[config.mk]
export PLATFORM = sky130hd
export DESIGN_NAME = bringup_sequencer_flat
export DESIGN_NICKNAME = d
export VERILOG_FILES = /design/src/rtl/bringup_sequencer_if.sv /design/src/rtl/bringup_sequencer.sv /design/src/flat_wrapper.sv
export SDC_FILE = /design/constraint.sdc
export NUM_CORES = 1
export LEC_CHECK = 0
export BUFFER_PORTS_ARGS = -buffer_cell sky130_fd_sc_hd__buf_2
export CORE_MARGIN = 4
export CORE_UTILIZATION = 29
export CTS_BUF_LIST = sky130_fd_sc_hd__clkbuf_8 sky130_fd_sc_hd__clkbuf_16
export DETAILED_ROUTE_END_ITERATION = 16
export GPL_TIMING_DRIVEN = 0
export HOLD_SLACK_MARGIN = 0.08
export PLACE_DENSITY_LB_ADDON = 0.05
export SLEW_MARGIN = 20
export SYNTH_ARGS = -nofsm -noshare
export SYNTH_HDL_FRONTEND = slang
export SYNTH_SLANG_ARGS = --single-unit
export TNS_END_PERCENT = 1
[constraint.sdc]
create_clock -name clock -period 3.96 [get_ports clock]
set_input_delay 0.396 -clock clock [delete_from_list [all_inputs] [get_ports clock]]
set_output_delay 0.396 -clock clock [all_outputs]
set_load 0.02 [all_outputs]
[src/rtl/bringup_sequencer_if.sv]
// bringup_sequencer_if: status and control signals between the bring-up sequencer and the output path.
//   Lock and frame-status inputs, reset/enable outputs, and the debug state/retry count.
//   The master modport is the environment side that drives the inputs. The slave modport is the sequencer side.
interface bringup_sequencer_if;
   logic       pll54_locked;
   logic       pll_hdmi_locked;
   logic       output_fullcycle;
   logic       reset_dc_req;
   logic       pll_hdmi_areset;
   logic       video_nreset;
   logic       adv_enable;
   logic       dc_nreset_drive;
   logic       ready;
   logic [2:0] state;
   logic [7:0] retry_count;
   modport master (
      output pll54_locked, pll_hdmi_locked, output_fullcycle, reset_dc_req,
      input  pll_hdmi_areset, video_nreset, adv_enable, dc_nreset_drive, ready, state, retry_count
   );
   modport slave (
      input  pll54_locked, pll_hdmi_locked, output_fullcycle, reset_dc_req,
      output pll_hdmi_areset, video_nreset, adv_enable, dc_nreset_drive, ready, state, retry_count
   );
endinterface

[src/rtl/bringup_sequencer.sv]
// bringup_sequencer: deterministic bring-up and recovery of the HDMI output path, plus the Dreamcast reset pulse.
//   clock, nreset (synchronous, active low) are plain ports. All other signals travel on bus (bringup_sequencer_if.slave):
//   lock and frame inputs, the DC reset request, the PLL/video/ADV/DC reset and enable outputs, and the ready, state and retry_count status.
//   When BRINGUP_LOCKLOSS_DCRESET_EN is defined, a pll54 lock loss in VIDEO or RUN also fires a DC reset pulse.
module bringup_sequencer #(
   parameter int unsigned PLL_RESET_CYCLES    = 16,
   parameter int unsigned LOCK_STABLE_CYCLES  = 80_000,
   parameter int unsigned LOCK_TIMEOUT_CYCLES = 8_000_000,
   parameter int unsigned DC_RESET_CYCLES     = 8_000_000
) (
   input logic                 clock,
   input logic                 nreset,
   bringup_sequencer_if.slave  bus
);
   typedef enum logic [2:0] {PLLRESET = 3'd0, WAIT_LOCK = 3'd1, VIDEO = 3'd2, RUN = 3'd3} state_t;
   localparam logic [31:0] PLL_LAST    = 32'(PLL_RESET_CYCLES - 1);
   localparam logic [31:0] STABLE_LAST = 32'(LOCK_STABLE_CYCLES - 1);
   localparam logic [31:0] TMO_LAST    = 32'(LOCK_TIMEOUT_CYCLES - 1);
   localparam logic [31:0] DC_LOAD     = 32'(DC_RESET_CYCLES);
   state_t      state_q, state_d;
   logic [31:0] cnt_q, cnt_d, tmo_q, tmo_d, dc_q, dc_d;
   logic [7:0]  retry_q, retry_d;
   logic        areset_q, vnrst_q, run_q, dcn_q;
   logic        locked, dc_trig;
   assign locked = bus.pll54_locked && bus.pll_hdmi_locked;
   // cnt_q is the dwell counter in PLLRESET and the consecutive-lock counter in WAIT_LOCK
   always_comb begin
      state_d = state_q;
      cnt_d   = cnt_q;
      tmo_d   = tmo_q;
      retry_d = retry_q;
      case (state_q)
         PLLRESET: begin
            tmo_d = '0;
            cnt_d = (cnt_q == PLL_LAST) ? '0 : cnt_q + 32'd1;
            if (cnt_q == PLL_LAST) state_d = WAIT_LOCK;
         end
         WAIT_LOCK: begin
            cnt_d = locked ? cnt_q + 32'd1 : '0;
            tmo_d = tmo_q + 32'd1;
            // stable completion takes priority over a coincident timeout
            if (locked && cnt_q == STABLE_LAST) begin
               state_d = VIDEO;
               cnt_d   = '0;
               tmo_d   = '0;
            end else if (tmo_q == TMO_LAST) begin
               state_d = PLLRESET;
               cnt_d   = '0;
               tmo_d   = '0;
               retry_d = retry_q + {7'd0, retry_q != 8'hff};
            end
         end
         VIDEO, RUN: begin
            cnt_d = '0;
            if (!locked) state_d = PLLRESET;
            else if (bus.output_fullcycle) state_d = RUN;
         end
         default: state_d = PLLRESET;
      endcase
   end
`ifdef BRINGUP_LOCKLOSS_DCRESET_EN
   assign dc_trig = bus.reset_dc_req || ((state_q == VIDEO || state_q == RUN) && !bus.pll54_locked);
`else
   assign dc_trig = bus.reset_dc_req;
`endif
   // a new trigger reloads the counter, so a request mid-pulse extends it
   assign dc_d = dc_trig ? DC_LOAD : dc_q - {31'd0, dc_q != '0};
   always_ff @(posedge clock) begin
      if (!nreset) begin
         state_q  <= PLLRESET;
         cnt_q    <= '0;
         tmo_q    <= '0;
         dc_q     <= '0;
         retry_q  <= '0;
         areset_q <= 1'b1;
         vnrst_q  <= 1'b0;
         run_q    <= 1'b0;
         dcn_q    <= 1'b1;
      end else begin
         state_q  <= state_d;
         cnt_q    <= cnt_d;
         tmo_q    <= tmo_d;
         dc_q     <= dc_d;
         retry_q  <= retry_d;
         areset_q <= state_d == PLLRESET;
         vnrst_q  <= state_d == VIDEO || state_d == RUN;
         run_q    <= state_d == RUN;
         dcn_q    <= dc_d == '0;
      end
   end
   assign bus.pll_hdmi_areset = areset_q;
   assign bus.video_nreset    = vnrst_q;
   assign bus.adv_enable      = run_q;
   assign bus.ready           = run_q;
   assign bus.dc_nreset_drive = dcn_q;
   assign bus.state           = state_q;
   assign bus.retry_count     = retry_q;
endmodule

[src/flat_wrapper.sv]
// flat-port wrapper written by rule: the top's interface ports become plain ports
module bringup_sequencer_flat 
#(
   parameter int unsigned PLL_RESET_CYCLES    = 16,
   parameter int unsigned LOCK_STABLE_CYCLES  = 80_000,
   parameter int unsigned LOCK_TIMEOUT_CYCLES = 8_000_000,
   parameter int unsigned DC_RESET_CYCLES     = 8_000_000
)
  (clock, nreset, bus_pll54_locked, bus_pll_hdmi_locked, bus_output_fullcycle, bus_reset_dc_req, bus_pll_hdmi_areset, bus_video_nreset, bus_adv_enable, bus_dc_nreset_drive, bus_ready, bus_state, bus_retry_count);
  bringup_sequencer_if bus_i ();
  input logic clock;
  input logic nreset;
  input wire logic [$bits(bus_i.pll54_locked)-1:0] bus_pll54_locked;
  input wire logic [$bits(bus_i.pll_hdmi_locked)-1:0] bus_pll_hdmi_locked;
  input wire logic [$bits(bus_i.output_fullcycle)-1:0] bus_output_fullcycle;
  input wire logic [$bits(bus_i.reset_dc_req)-1:0] bus_reset_dc_req;
  output wire logic [$bits(bus_i.pll_hdmi_areset)-1:0] bus_pll_hdmi_areset;
  output wire logic [$bits(bus_i.video_nreset)-1:0] bus_video_nreset;
  output wire logic [$bits(bus_i.adv_enable)-1:0] bus_adv_enable;
  output wire logic [$bits(bus_i.dc_nreset_drive)-1:0] bus_dc_nreset_drive;
  output wire logic [$bits(bus_i.ready)-1:0] bus_ready;
  output wire logic [$bits(bus_i.state)-1:0] bus_state;
  output wire logic [$bits(bus_i.retry_count)-1:0] bus_retry_count;
  assign bus_i.pll54_locked = bus_pll54_locked;
  assign bus_i.pll_hdmi_locked = bus_pll_hdmi_locked;
  assign bus_i.output_fullcycle = bus_output_fullcycle;
  assign bus_i.reset_dc_req = bus_reset_dc_req;
  assign bus_pll_hdmi_areset = bus_i.pll_hdmi_areset;
  assign bus_video_nreset = bus_i.video_nreset;
  assign bus_adv_enable = bus_i.adv_enable;
  assign bus_dc_nreset_drive = bus_i.dc_nreset_drive;
  assign bus_ready = bus_i.ready;
  assign bus_state = bus_i.state;
  assign bus_retry_count = bus_i.retry_count;
  bringup_sequencer #(.PLL_RESET_CYCLES(PLL_RESET_CYCLES), .LOCK_STABLE_CYCLES(LOCK_STABLE_CYCLES), .LOCK_TIMEOUT_CYCLES(LOCK_TIMEOUT_CYCLES), .DC_RESET_CYCLES(DC_RESET_CYCLES)) u_core (.clock(clock), .nreset(nreset), .bus(bus_i));
endmodule
## Yosys cells after proc, flatten, opt, wreduce, memory -nomap -nowiden

Cells that the tools add are included.

- Input bits: 6
- Word-level logic and storage cells: 49
- Bits in registers: 111
- Bits in writable memories: 0
- Memory bits (read-only): 0
- Latch bits: 0
- Output and inout bits: 16
- Memories kept: 0

- Reduce and logical (&&, ||, !) cells: 11
- Eq/ne operators: 9
- Multiplexer cells: 15
- Divide/modulo/power cells: 0
- Bitwise gates (word level): 1
- Magnitude comparators: 0
- $mul: 0
- Add/subtract/negate cells: 4
- Shift operators: 0

Operators by type and width:

| operator | number |
|---|---|
| $mux 32 | 7 |
| $pmux 32 s3 | 1 |
| $add 32x1->32 const B | 2 |
| $pmux 32 s2 | 1 |
| $eq 32x17->1 const B | 1 |
| $eq 32x23->1 const B | 1 |
| $eq 32x4->1 const B | 1 |
| $logic_not 32->1 | 1 |
| $reduce_bool 32->1 | 1 |
| $sub 32x1->32 | 1 |
| $mux 3 | 5 |
| $eq 3x2->1 const B | 4 |
| $pmux 3 s3 | 1 |
| $add 8x1->8 | 1 |
| $ne 8x8->1 const B | 1 |
| $logic_not 3->1 | 2 |
| $eq 3x1->1 const B | 1 |
| $reduce_and 3->1 | 1 |
| $reduce_bool 3->1 | 1 |
| $logic_and 1x1->1 | 2 |
| $reduce_bool 2->1 | 1 |
| $reduce_or 2->1 | 1 |
| $logic_or 1x1->1 | 1 |
| $not 1->1 | 1 |

## Depth between registers and ports, before layout

- Depth in word-level cells: 6
- Gate-level depth with buffers: 14
- Depth with buffers taken out: 13

## Worst setup path after synthesis

Ideal clock, no wire load.

- Kind: register -> register
- Start: register u_core.dc_q[10]
- End: register u_core.dcn_q, in the netlist u_core.bus.dc_nreset_drive
- Period minus slack after synthesis: 3.756 ns
- Path buffers: 0
- Required time: 3.864 ns
- Cell stages (with the launch flop): 14
- Library setup time: 0.096 ns
- Path slack: 0.204 ns
- Arrival time: 3.661 ns
- Cell sequence: dfxtp_1 -> nor4_1 -> nand3_1 -> nor3_1 -> nand2_1 -> ha_1 -> ha_1 -> nor4b_1 -> a211o_1 -> a21oi_1 -> a31oi_1 -> or4_1 -> or4_1 -> o41ai_2

- Word-level cells in the longest chain between the ends: 4

RTL lines:

| item | RTL line | source |
|---|---|---|
| start, declared | bringup_sequencer.sv:21 | `logic [31:0] cnt_q, cnt_d, tmo_q, tmo_d, dc_q, dc_d;` |
| start signal, assigned | bringup_sequencer.sv:73 | `dc_q <= '0;` |
| start signal, assigned | bringup_sequencer.sv:83 | `dc_q <= dc_d;` |
| $reduce_bool 32->1 | bringup_sequencer.sv:67 | `assign dc_d = dc_trig ? DC_LOAD : dc_q - {31'd0, dc_q != '0};` |
| $sub 32x1->32 (*) | bringup_sequencer.sv:67 |  |
| $mux 32 (*) | bringup_sequencer.sv:67 |  |
| $logic_not 32->1 (*) | bringup_sequencer.sv:88 | `dcn_q <= dc_d == '0;` |
| end signal, assigned | bringup_sequencer.sv:78 | `dcn_q <= 1'b1;` |
| end signal, assigned | bringup_sequencer.sv:88 |  |
| end, declared | bringup_sequencer.sv:23 | `logic areset_q, vnrst_q, run_q, dcn_q;` |

Every way passes the cells marked *; elsewhere a longest branch is shown, timed or not.
A chain may end at the register's enable or synchronous reset.

## Worst setup path after layout

- Start: register u_core.dc_q[19]
- End: register u_core.dcn_q, in the netlist u_core.bus.dc_nreset_drive

Same word-level chain as after synthesis.

==> metrics.json <==
{
  "sta": {
    "layout_min_cycle_time_ns": 3.764,
    "max_slew.worst_pin.slew_ns": 0.8517,
    "fin_crit_sh": 0.9505,
    "final_critical_path_setup_slack_ns": 0.1961,
    "worst_case_headroom_to_the_max_slew_limit": 0.4278,
    "final_report_setup_violation_count": 0,
    "finalClockSkew_ns": 0.008126,
    "timing_max_transition_violations_final": 0,
    "finalHoldViolations": 0,
    "max_clock_freq_mhz": 265.7
  },
  "grt": {
    "grt_total_ovfl": 0,
    "grt_pass1_wl_mm": 25.26,
    "grt_antenna_before_repair": 0,
    "grt_start_max_net_pins": 18,
    "first_global_vias": 4720,
    "track_usage": 0.1451
  },
  "logic_synthesis": {
    "synthDominantCellAreaShare": 0.4006,
    "synth_enable_flop_cells": 0,
    "syn_nets": 704,
    "netlist_area_um2": 5547,
    "synth_top_cell_by_area": "dfxtp_1",
    "syn_inst": 692,
    "ys_dominant_reg_cell": "dfxtp_1",
    "synth_most_common_cell": "dfxtp_1",
    "register_bit_count_reported_by_yosys": 111,
    "synth.lib_cells_used.distinct": 56,
    "synth_commonest_cells": "dfxtp_1 (111), nor2_1 (95), nand2_1 (69)",
    "async_reset_ff_frac": 0,
    "synthTopCellsByArea": "dfxtp_1 (40%), nor2_1 (6.4%), nand2_1 (4.7%), xnor2_1 (4.3%), a21oi_1 (4.0%)",
    "synth-seq-area-share": 0.4006,
    "syn_area_per_cell_um2": 8.015,
    "synthesis.yosys.warnings": 0
  },
  "floorplanning": {
    "core_area_um2": 18770,
    "num_io_pins": 22,
    "rows": 50,
    "floorplan.die.height_um": 146.3,
    "initial_utilization": 0.2955,
    "die_area_um2": 21400,
    "chipWidth_um": 146.3
  },
  "worst_setup_path": {
    "crit_path_max_incr_delay_ns": 0.55,
    "timing.critical_path.slowest_stage_cell": "or4_1",
    "critical_path_arrival_ns": 4.03,
    "count_of_buffer_and_inverter_cells_on_the_critical_path": 0,
    "type_of_element_launching_the_critical_path": "flip-flop",
    "gate_family_responsible_for_the_most_delay_along_the_worst_path": "simple AND/OR/NAND/NOR gates",
    "timing.critical_path.required_ns": 4.23,
    "critical_path.reg2reg.startpoint": "u_core.dc_q[19]",
    "crit-reg2reg-capture": "u_core.bus.dc_nreset_drive",
    "reg2reg_setup_slack_ns": 0.20,
    "setup.worst_path.end_class": "flip-flop",
    "worst-path-max-fanout": 6,
    "crit_path_cell_trace": "nor4_4 > nand3_2 > nor3_4 > nand2_1 > ha_1 > ha_2 > nor4b_4 > a211o_1 > a21oi_1 > a31oi_1 > or4_1 > or4_4 > o41ai_2",
    "r2r.worst_path.cells": 13,
    "worst-setup-path-type": "reg -> reg"
  },
  "route": {
    "final_antenna_net_count": 0,
    "drtPass1Iterations": 4,
    "drt_iter0_markers": 270,
    "drcViolationCount": 0,
    "totalWireLength_mm": 15.65,
    "dr_total_vias": 5067,
    "routedWlPerCell_um": 16.13,
    "via_per_inst": 5.224
  },
  "placement": {
    "placement.cell_area_um2": 5944,
    "place_worst_setup_slack_ns": -0.5808,
    "placement.io_buffers": 21,
    "dp_hpwl_mm": 10.91,
    "routabilityCongestion": 0.7887
  },
  "pwr": {
    "p_leak_nw": 2.152,
    "vdd.ir_drop.worst_mv": 0.2143,
    "power_density_over_cell_area_nw_per_um2": 381.9,
    "totalPowerFinal_mw": 2.464
  },
  "cts": {
    "htree_levels": 3,
    "path_clk_slew_ns": 0.07,
    "tritoncts_num_sinks": 111,
    "tritoncts.num_buffers": 9,
    "clk_latency_ns": 0.36,
    "cts.root.buffer_cell": "clkbuf_16",
    "cts_tree": "yes",
    "clk_path_buf_depth": 2,
    "hold_buffers": 0
  },
  "outcome": {
    "outcome": "finished, final reports clean"
  },
  "finish": {
    "insertedDiodeCount": 0,
    "final_core_utilization": 0.3437,
    "design.final.nets": 743,
    "post_route_cell_area_um2": 6451,
    "area_delta_synth_final_pct": 16.31,
    "post_route_cells_drive_above_1_share": 0.1073
  },
  "hold_path": {
    "worstHoldPathCells": 2,
    "worst_hold_startpoint": "nreset",
    "endpoint_of_the_worst_hold_path": "u_core.bus.dc_nreset_drive",
    "hp-class": "in -> reg"
  },
  "job": {
    "max-cap-violations": 0
  }
}
[routing by layer]
layer  up-vias  wire [µm]  global-route usage  share of wire
li1       2565          -                   -              -
met1      2435       7815              0.1994           0.50
met2        55       7234              0.2339           0.46
met5         -          0                   0              0
met3        12        383             0.02700          0.024
met4         0        214             0.04045          0.014
[worst reg2reg max path, delay by kind of cell (launching register included)]
kind                       cells  cell delay, ns
adders and majority gates      2            0.46
DFF                            1            0.37
and+or+nand+nor                7            2.02
AOI/OAI and AO/OA              4            0.83
[power by group]
group          leakage [nW]  switching [mW]  internal (mW)
logic                  1.09           0.192          0.135
clock network         0.157           0.431          0.526
registers             0.900          0.0379           1.14
[cell usage in the layout, fill, tap and decap left out, drive strengths merged, types with 21 or more instances in the layout]
| cell | n |
|---|---|
| nor2 | 95 |
| clkbuf | 39 |
| nand2 | 69 |
| xnor2 | 27 |
| nand3 | 35 |
| dfxtp | 111 |
| nor3 | 35 |
| buf | 34 |
| nor4 | 21 |
| o21ai | 23 |
| xor2 | 25 |
| a21oi | 44 |
[through the flow]
step                      hold WS, ns    TNS, ns  instances
after floorplan                0.4517          0        692
after global placement         0.4851    -0.6386        947
after detailed placement       0.4956    -0.5808        947
after CTS                      0.3295          0        967
after global routing           0.3481  -0.005362        970
final                          0.3397          0        970
[sequential cells by signal (all words and copies together) (netlist names)]
| signal | cells |
|---|---|
| u_core.dc_q | 32 |
| u_core.bus.video_nreset | 1 |
| u_core.bus.retry_count | 8 |
| u_core.tmo_q | 32 |
| u_core.bus.dc_nreset_drive | 1 |
| u_core.bus.pll_hdmi_areset | 1 |
| u_core.bus.state | 3 |
| u_core.bus.adv_enable | 1 |
| u_core.cnt_q | 32 |
[layout make-up]
class | count | area, µm²
tap | 234 | 292.8
buffer | 33 | 138.9
clock buffer | 11 | 252.7
timing repair buffer | 29 | 165.2
sequential | 111 | 2227
inverter | 12 | 45.04
clock inverter | 5 | 56.30
fill | 1998 | 12320
multi-input combinational | 535 | 3273
[timing repair]
action,CTS,global route
setup endpoints to repair,1,1
pin swaps,3,5
endpoints found under the hold margin,0,0
buffers inserted,4,4
gates resized for setup,10,12
[worst max path at each step]
| stage | from | endpoint | slack, ns | cells after the start |
|---|---|---|---|---|
| detailed placement | u_core.dc_q[9] | u_core.bus.dc_nreset_drive | -0.58 | 13 |
| global route | u_core.dc_q[9] | u_core.bus.dc_nreset_drive | -0.005 | 13 |
| global placement | u_core.dc_q[5] | u_core.bus.dc_nreset_drive | -0.64 | 14 |
| finish | u_core.dc_q[19] | u_core.bus.dc_nreset_drive | 0.20 | 13 |
| floorplan | u_core.dc_q[10] | u_core.bus.dc_nreset_drive | 0.20 | 13 |
| CTS | u_core.dc_q[22] | u_core.bus.dc_nreset_drive | 0.005 | 13 |
[logic make-up (layout without fill, tap and decap cells)]
logic type	after synthesis	after routing	synth area share
compound gates	110	110	0.1257
xor+xnor	52	52	0.08211
fa+ha+maj	6	6	0.01353
buf+inv	46	90	0.03384
flops	111	111	0.4006
mux	2	2	0.003609
other cells	1	1	0.0006761
simple gates	364	364	0.3400
(Power assumes the default switching activity.)
